<file path="config.mk">
export PLATFORM = sky130hd
export DESIGN_NAME = hamming_rx_controller
export DESIGN_NICKNAME = d
export VERILOG_FILES = /design/src/rtl/hamming_rx_controller.sv
export SDC_FILE = /design/constraint.sdc
export NUM_CORES = 1
export LEC_CHECK = 0
export CORE_MARGIN = 4
export CORE_UTILIZATION = 45
export CTS_BUF_LIST = sky130_fd_sc_hd__clkbuf_8
export DETAILED_ROUTE_END_ITERATION = 16
export PLACE_DENSITY = 0.75
export SLEW_MARGIN = 20
export SYNTH_ARGS = -nofsm -noshare
export SYNTH_HDL_FRONTEND = slang
export SYNTH_SLANG_ARGS = --single-unit
</file>
<file path="constraint.sdc">
create_clock -name clk -period 4 [get_ports clk]
set_input_delay 1.2 -clock clk [delete_from_list [all_inputs] [get_ports clk]]
set_output_delay 1.2 -clock clk [all_outputs]
set_load 0.01 [all_outputs]
</file>
<file path="src/rtl/hamming_rx_controller.sv">
// Receive-side Hamming(12,8) controller: captures codewords, computes the syndrome,
// corrects single-bit errors in a 2-stage valid/ready pipeline, and keeps saturating error counters.
module hamming_rx_controller #(
  parameter int CNT_W = 16
) (
  input  logic             clk,
  input  logic             rst,
  input  logic [11:0]      in_code,
  input  logic             in_valid,
  output logic             in_ready,
  output logic [7:0]       out_data,
  output logic [3:0]       out_syn,
  output logic             out_corr,
  output logic             out_uncorr,
  output logic             out_valid,
  input  logic             out_ready,
  input  logic             cnt_clr,
  output logic [CNT_W-1:0] corr_cnt,
  output logic [CNT_W-1:0] uncorr_cnt
);

  logic        s1_valid;
  logic [11:0] s1_code;
  logic        s2_valid;
  logic        s1_adv;
  logic        s2_adv;
  logic        deliver;
  logic [3:0]  syn;
  logic [7:0]  raw_data;
  logic [7:0]  fix_data;
  logic        fix_corr;
  logic        fix_uncorr;

  assign s2_adv    = ~s2_valid | out_ready;
  assign s1_adv    = s1_valid & s2_adv;
  assign in_ready  = ~s1_valid | s2_adv;
  assign out_valid = s2_valid;
  assign deliver   = s2_valid & out_ready;

  // Stage 1: capture. When in_ready is high, stage 1 is either empty or handing
  // its word to stage 2 this cycle, so it simply takes whatever in_valid says.
  // NOTE: sequential state uses non-blocking assignments so every register
  // samples pre-edge values and same-cycle stage hand-offs do not race.
  always_ff @(posedge clk or posedge rst) begin
    if (rst) begin
      s1_valid <= 1'b0;
      s1_code  <= '0;
    end else if (in_ready) begin
      s1_valid <= in_valid;
      if (in_valid) s1_code <= in_code;
    end
  end

  // Position k of the codeword lives in s1_code[k-1].
  assign syn[0] = s1_code[0] ^ s1_code[2] ^ s1_code[4] ^ s1_code[6] ^ s1_code[8]  ^ s1_code[10];
  assign syn[1] = s1_code[1] ^ s1_code[2] ^ s1_code[5] ^ s1_code[6] ^ s1_code[9]  ^ s1_code[10];
  assign syn[2] = s1_code[3] ^ s1_code[4] ^ s1_code[5] ^ s1_code[6] ^ s1_code[11];
  assign syn[3] = s1_code[7] ^ s1_code[8] ^ s1_code[9] ^ s1_code[10] ^ s1_code[11];

  assign raw_data = {s1_code[11], s1_code[10], s1_code[9], s1_code[8],
                     s1_code[6],  s1_code[5],  s1_code[4], s1_code[2]};

  // Syndrome-to-data-bit correction map; parity-bit hits leave data untouched.
  // NOTE: every output of this block gets a default first so no path can
  // leave one unassigned and infer a latch.
  always_comb begin
    fix_data   = raw_data;
    fix_corr   = 1'b0;
    fix_uncorr = 1'b0;
    case (syn)
      4'd0:                    ;
      4'd1, 4'd2, 4'd4, 4'd8:  fix_corr = 1'b1;
      4'd3:  begin fix_data[0] = ~raw_data[0]; fix_corr = 1'b1; end
      4'd5:  begin fix_data[1] = ~raw_data[1]; fix_corr = 1'b1; end
      4'd6:  begin fix_data[2] = ~raw_data[2]; fix_corr = 1'b1; end
      4'd7:  begin fix_data[3] = ~raw_data[3]; fix_corr = 1'b1; end
      4'd9:  begin fix_data[4] = ~raw_data[4]; fix_corr = 1'b1; end
      4'd10: begin fix_data[5] = ~raw_data[5]; fix_corr = 1'b1; end
      4'd11: begin fix_data[6] = ~raw_data[6]; fix_corr = 1'b1; end
      4'd12: begin fix_data[7] = ~raw_data[7]; fix_corr = 1'b1; end
      default:                 fix_uncorr = 1'b1;
    endcase
  end

  // Stage 2: output register, held while the consumer stalls.
  always_ff @(posedge clk or posedge rst) begin
    if (rst) begin
      s2_valid   <= 1'b0;
      out_data   <= '0;
      out_syn    <= '0;
      out_corr   <= 1'b0;
      out_uncorr <= 1'b0;
    end else if (s2_adv) begin
      s2_valid <= s1_valid;
      if (s1_adv) begin
        out_data   <= fix_data;
        out_syn    <= syn;
        out_corr   <= fix_corr;
        out_uncorr <= fix_uncorr;
      end
    end
  end

  // Saturating statistics; clear wins over a same-cycle increment.
  always_ff @(posedge clk or posedge rst) begin
    if (rst) begin
      corr_cnt   <= '0;
      uncorr_cnt <= '0;
    end else if (cnt_clr) begin
      corr_cnt   <= '0;
      uncorr_cnt <= '0;
    end else if (deliver) begin
      if (out_corr && (corr_cnt != '1))     corr_cnt   <= corr_cnt + 1'b1;
      if (out_uncorr && (uncorr_cnt != '1)) uncorr_cnt <= uncorr_cnt + 1'b1;
    end
  end

endmodule

</file>
Yosys cells after proc, flatten, opt, wreduce, memory -nomap -nowiden
Cells that the tools add are included.
{"block": "totals", "n_memories": 0, "latch_bits": 0, "input_bits": 17, "ram_bits": 0, "rom_bits": 0, "register_bits": 60, "elab_cells": 85}
{"block": "classes", "n_reduce_logical": 12, "n_lt_le_gt_ge": 0, "n_mul": 0, "bitwise_logic": 32, "addsub": 2, "mux": 16, "n_eq_ne": 14, "n_div": 0, "shift": 0}
{"cell": "$mux 16", "n": 6}
{"cell": "$add 16x1->16 const B", "n": 2}
{"cell": "$ne 16x16->1 const B", "n": 2}
{"cell": "$eq 4x4->1 const B", "n": 5}
{"cell": "$xor 1x1->1", "n": 18}
{"cell": "$eq 4x3->1 const B", "n": 4}
{"cell": "$reduce_or 13->1", "n": 1}
{"cell": "$reduce_or 12->1", "n": 1}
{"cell": "$mux 1", "n": 10}
{"cell": "$not 1->1", "n": 10}
{"cell": "$eq 4x2->1 const B", "n": 2}
{"cell": "$reduce_and 2->1", "n": 4}
{"cell": "$reduce_bool 2->1", "n": 3}
{"cell": "$eq 4x1->1 const B", "n": 1}
{"cell": "$logic_not 4->1", "n": 1}
{"cell": "$and 1x1->1", "n": 2}
{"cell": "$logic_and 1x1->1", "n": 2}
{"cell": "$or 1x1->1", "n": 2}

Longest topological paths before layout
{"block": "depth", "ltp_word": 8, "depth_mapped": 6, "ltp_nobuf": 6}

Least setup slack after synthesis
OpenSTA, ideal clock, no wires.
{"block": "synth_path", "path_type": "input -> output", "start": "in out_ready", "end": "out in_ready", "slack_ns": 1.386, "required_time_ns": 2.800, "t_arrival_ns": 1.414, "path_stages": 1, "path_cell_list": "nand3b_1"}
{"block": "synth_between", "elab_chain_len": 2}
{"item": "from (decl)", "line": "16", "source": "input logic out_ready,"}
{"item": "$or 1x1->1", "line": "34", "source": "assign s2_adv = ~s2_valid | out_ready;"}
{"item": "$or 1x1->1", "line": "36", "source": "assign in_ready = ~s1_valid | s2_adv;"}
{"item": "to (decl)", "line": "10", "source": "output logic in_ready,"}
No other way between the ends.

Final worst setup path
Ends and elaborated chain as after synthesis.

==> results.yml <==
outcome:
  run_status: "finished, final reports clean"
setup_path:
  critical_path_required_ns: 2.80
  r2r_setup_slack_ns: 1.59
  crit_type: "in -> out"
  worstPathArrival_ns: 2.53
  cp_max_fo: 6
  critPathLaunchType: "primary input"
  crit_path_end_kind: "output port"
  timing.rr.start: "s1_code[11]$_DFFE_PP0P_"
  reg2reg_depth: 5
  reg2reg_to: "out_data[6]$_DFFE_PP0P_"
floorplan:
  die_area_mm2: 0.008355
  fp.dieW_um: 91.41
  core_area_mm2: 0.006794
  io-pin-count: 65
  rows: 30
  start_util: 0.4608
  die_h_um: 91.41
logic_synthesis:
  ys_ff_latch: 60
  synth_area_leaders: "dfrtp_1 (48%), xnor2_1 (7.8%), mux2_2 (4.7%)"
  synth-async-reset-ratio: 1.000
  synth_warnings: 0
  synthCells: 289
  synth_cell_types: 39
  syn_area_mm2: 0.003131
  synth_ff_type: "dfrtp_1"
  yosys-top-cells-count: "dfrtp_1 (60), nor2_1 (33), xnor2_1 (28)"
  yosys.area.top_type_share: 0.4796
  yosysMostFrequentCell: "dfrtp_1"
  yosysSeqAreaShare: 0.4796
  synth_top_area_cell: "dfrtp_1"
  synth_edf_count: 0
  syn_area_per_cell_um2: 10.83
  syn_nets: 308
clock_network:
  cts_hold_buf: 0
  clk_latency_ns: 0.34
  cts.sinks: 60
  h-tree-depth: 3
  postCtsResizedCells: 0
  cts_tree: "yes"
  clk_pin_slew_ns: 0.06
  clock_path_buffers: 2
  post-cts-setup-buffers: 0
  cts_buffers: 9
  clock-root-buffer: "clkbuf_8"
grt:
  grt_antenna_before_repair: 0
  grt-ovfl-total: 0
  grt_max_degree: 61
  grt_usage: 0.1634
  grt_pass1_wl_mm: 11.03
  grt_pass1_vias: 2297
min_path:
  worstHoldPathType: "reg -> reg"
  hp-start: "out_syn[2]$_DFFE_PP0P_"
  hold_depth: 2
  min_to: "out_syn[2]$_DFFE_PP0P_"
drt:
  antenna_left: 0
  num_vias: 2402
  first_iter_violations: 99
  wire_per_inst_um: 14.35
  wirelength_mm: 6.559
  routed_via_density: 5.256
  drc: 0
  first_pass_iters: 4
timing:
  min_period_ns: 3.725
  period_share: 0.9313
  max-slew-margin-rel: 0.3582
  report.final.slew_viol_count: 0
  tightest_slew_ns: 0.9559
  max_freq_mhz: 268.4
  setup_viol: 0
  finalHoldViolCount: 0
  tns_ns: 0
  rsz0062_at_grt: "no"
  clock_skew_ns: 0.009871
pwr:
  p_seq_frac: 0.400
  leakagePower_nw: 1.626
  switchingPower_uw: 629.2
  internal_power_mw: 1.308
  power-per-cell-area_mw_per_mm2: 479.4
  swShare: 0.3248
  peakVddDrop_mv: 0.3182
  pwr-share-comb: 0.353
  p_clk_frac: 0.247
placed_design:
  dpl.hpwl_mm: 4.640
  port_buffers: 64
  gp_congestion: 0.8262
finish:
  antenna_cells: 0
  fin_nets: 376
  regArea_mm2: 0.001501
  drive_gt1_frac: 0.1108
  area_delta_synth_final_pct: 29.06
  multiInputGateArea_mm2: 0.001572
  fin_util: 0.5947
  fill_cells: 581
job:
  cap_violations: 0
layout by cell type, fill, tap and decap left out, types with 3 or more instances in the layout:
cell | Yosys | layout
a211oi_1 | 4 | 4
clkdlybuf4s50_1 | 0 | 64
and4_1 | 6 | 6
nand4_1 | 10 | 10
and3_1 | 5 | 5
nor4b_2 | 6 | 6
xnor3_1 | 4 | 4
nand2_1 | 23 | 23
clkbuf_8 | 0 | 11
o21ai_0 | 9 | 9
a21oi_1 | 3 | 3
o2111ai_1 | 3 | 3
xor2_1 | 13 | 13
mux2_2 | 13 | 13
nor2_1 | 33 | 33
xnor2_1 | 28 | 28
nor3_1 | 9 | 9
inv_1 | 4 | 5
o21ai_1 | 8 | 8
nand3_1 | 10 | 10
mux2i_1 | 3 | 3
buf_4 | 1 | 3
nand2b_1 | 3 | 3
o211ai_1 | 4 | 4
dfrtp_1 | 60 | 60
per-layer routing:
| metal | GRT usage | wire length [um] | part of all wire |
|---|---|---|---|
| met5 | 0 | 0 | 0 |
| met4 | 0.06910 | 85 | 0.013 |
| met1 | 0.2103 | 2995 | 0.46 |
| met2 | 0.2605 | 3187 | 0.49 |
| met3 | 0.04143 | 290 | 0.044 |
power groups by stage:
stage	logic (mW)	registers [mW]	clock network, mW
global placement	0.680	0.782	0
global route	0.740	0.786	0.518
detailed placement	0.689	0.786	0
floorplan	0.437	0.800	0
CTS	0.691	0.775	0.490
finish	0.684	0.774	0.478
critical path, cell delays in order:
cell	delay [ns]
clkdlybuf4s50_1	0.56
nand3b_1	0.20
clkdlybuf4s50_1	0.56
worst max-delay path by stage:
stage                          from                      end  cells after the start
final                     out_ready                 in_ready                      3
after global routing      out_ready                 in_ready                      3
after CTS                 out_ready                 in_ready                      3
after detailed placement  out_ready                 in_ready                      3
after global placement    out_ready                 in_ready                      3
after floorplan                 rst  corr_cnt[0]$_DFFE_PP0P_                      1
state kept, by name, indices dropped and copies added, names as in the netlist:
name and cells:
corr_cnt 16, out_syn 4, out_uncorr 1, s1_valid 1, out_corr 1, out_valid 1, s1_code 12, out_data 8
uncorr_cnt 16
cells by family (layout without fill, tap and decap cells):
family	count (synthesis)	in the layout	synth area share
simple gates	115	115	0.2058
flops	60	60	0.4796
xor+xnor	48	48	0.1647
compound gates	34	34	0.06715
mux	16	16	0.05636
buf+inv	14	86	0.01838
fa+ha+maj	2	2	0.007992
area by class of cell:
| cell class | instances | area share |
|---|---|---|
| clock buffers | 11 | 0.03747 |
| clock inverters | 4 | 0.004336 |
| inverters | 4 | 0.003716 |
| multi-input cells | 215 | 0.3890 |
| flip-flops and latches | 60 | 0.3716 |
| well taps | 96 | 0.02973 |
| repair buffers | 67 | 0.1641 |
stage by stage:
step	std cells	power (mW)	hold WS [ns]	setup WS [ns]	cell area, um2
after floorplan	289	1.237	0.4572	1.315	3131
after global placement	442	1.461	0.4654	0.2869	3871
after detailed placement	442	1.474	0.4757	0.2792	3871
after CTS	457	1.957	0.4902	0.2687	4040
after global routing	457	2.045	0.5151	0.2396	4040
final	457	1.937	0.4825	0.2748	4040
No activity file was read; power rests on OpenSTA's default activity.
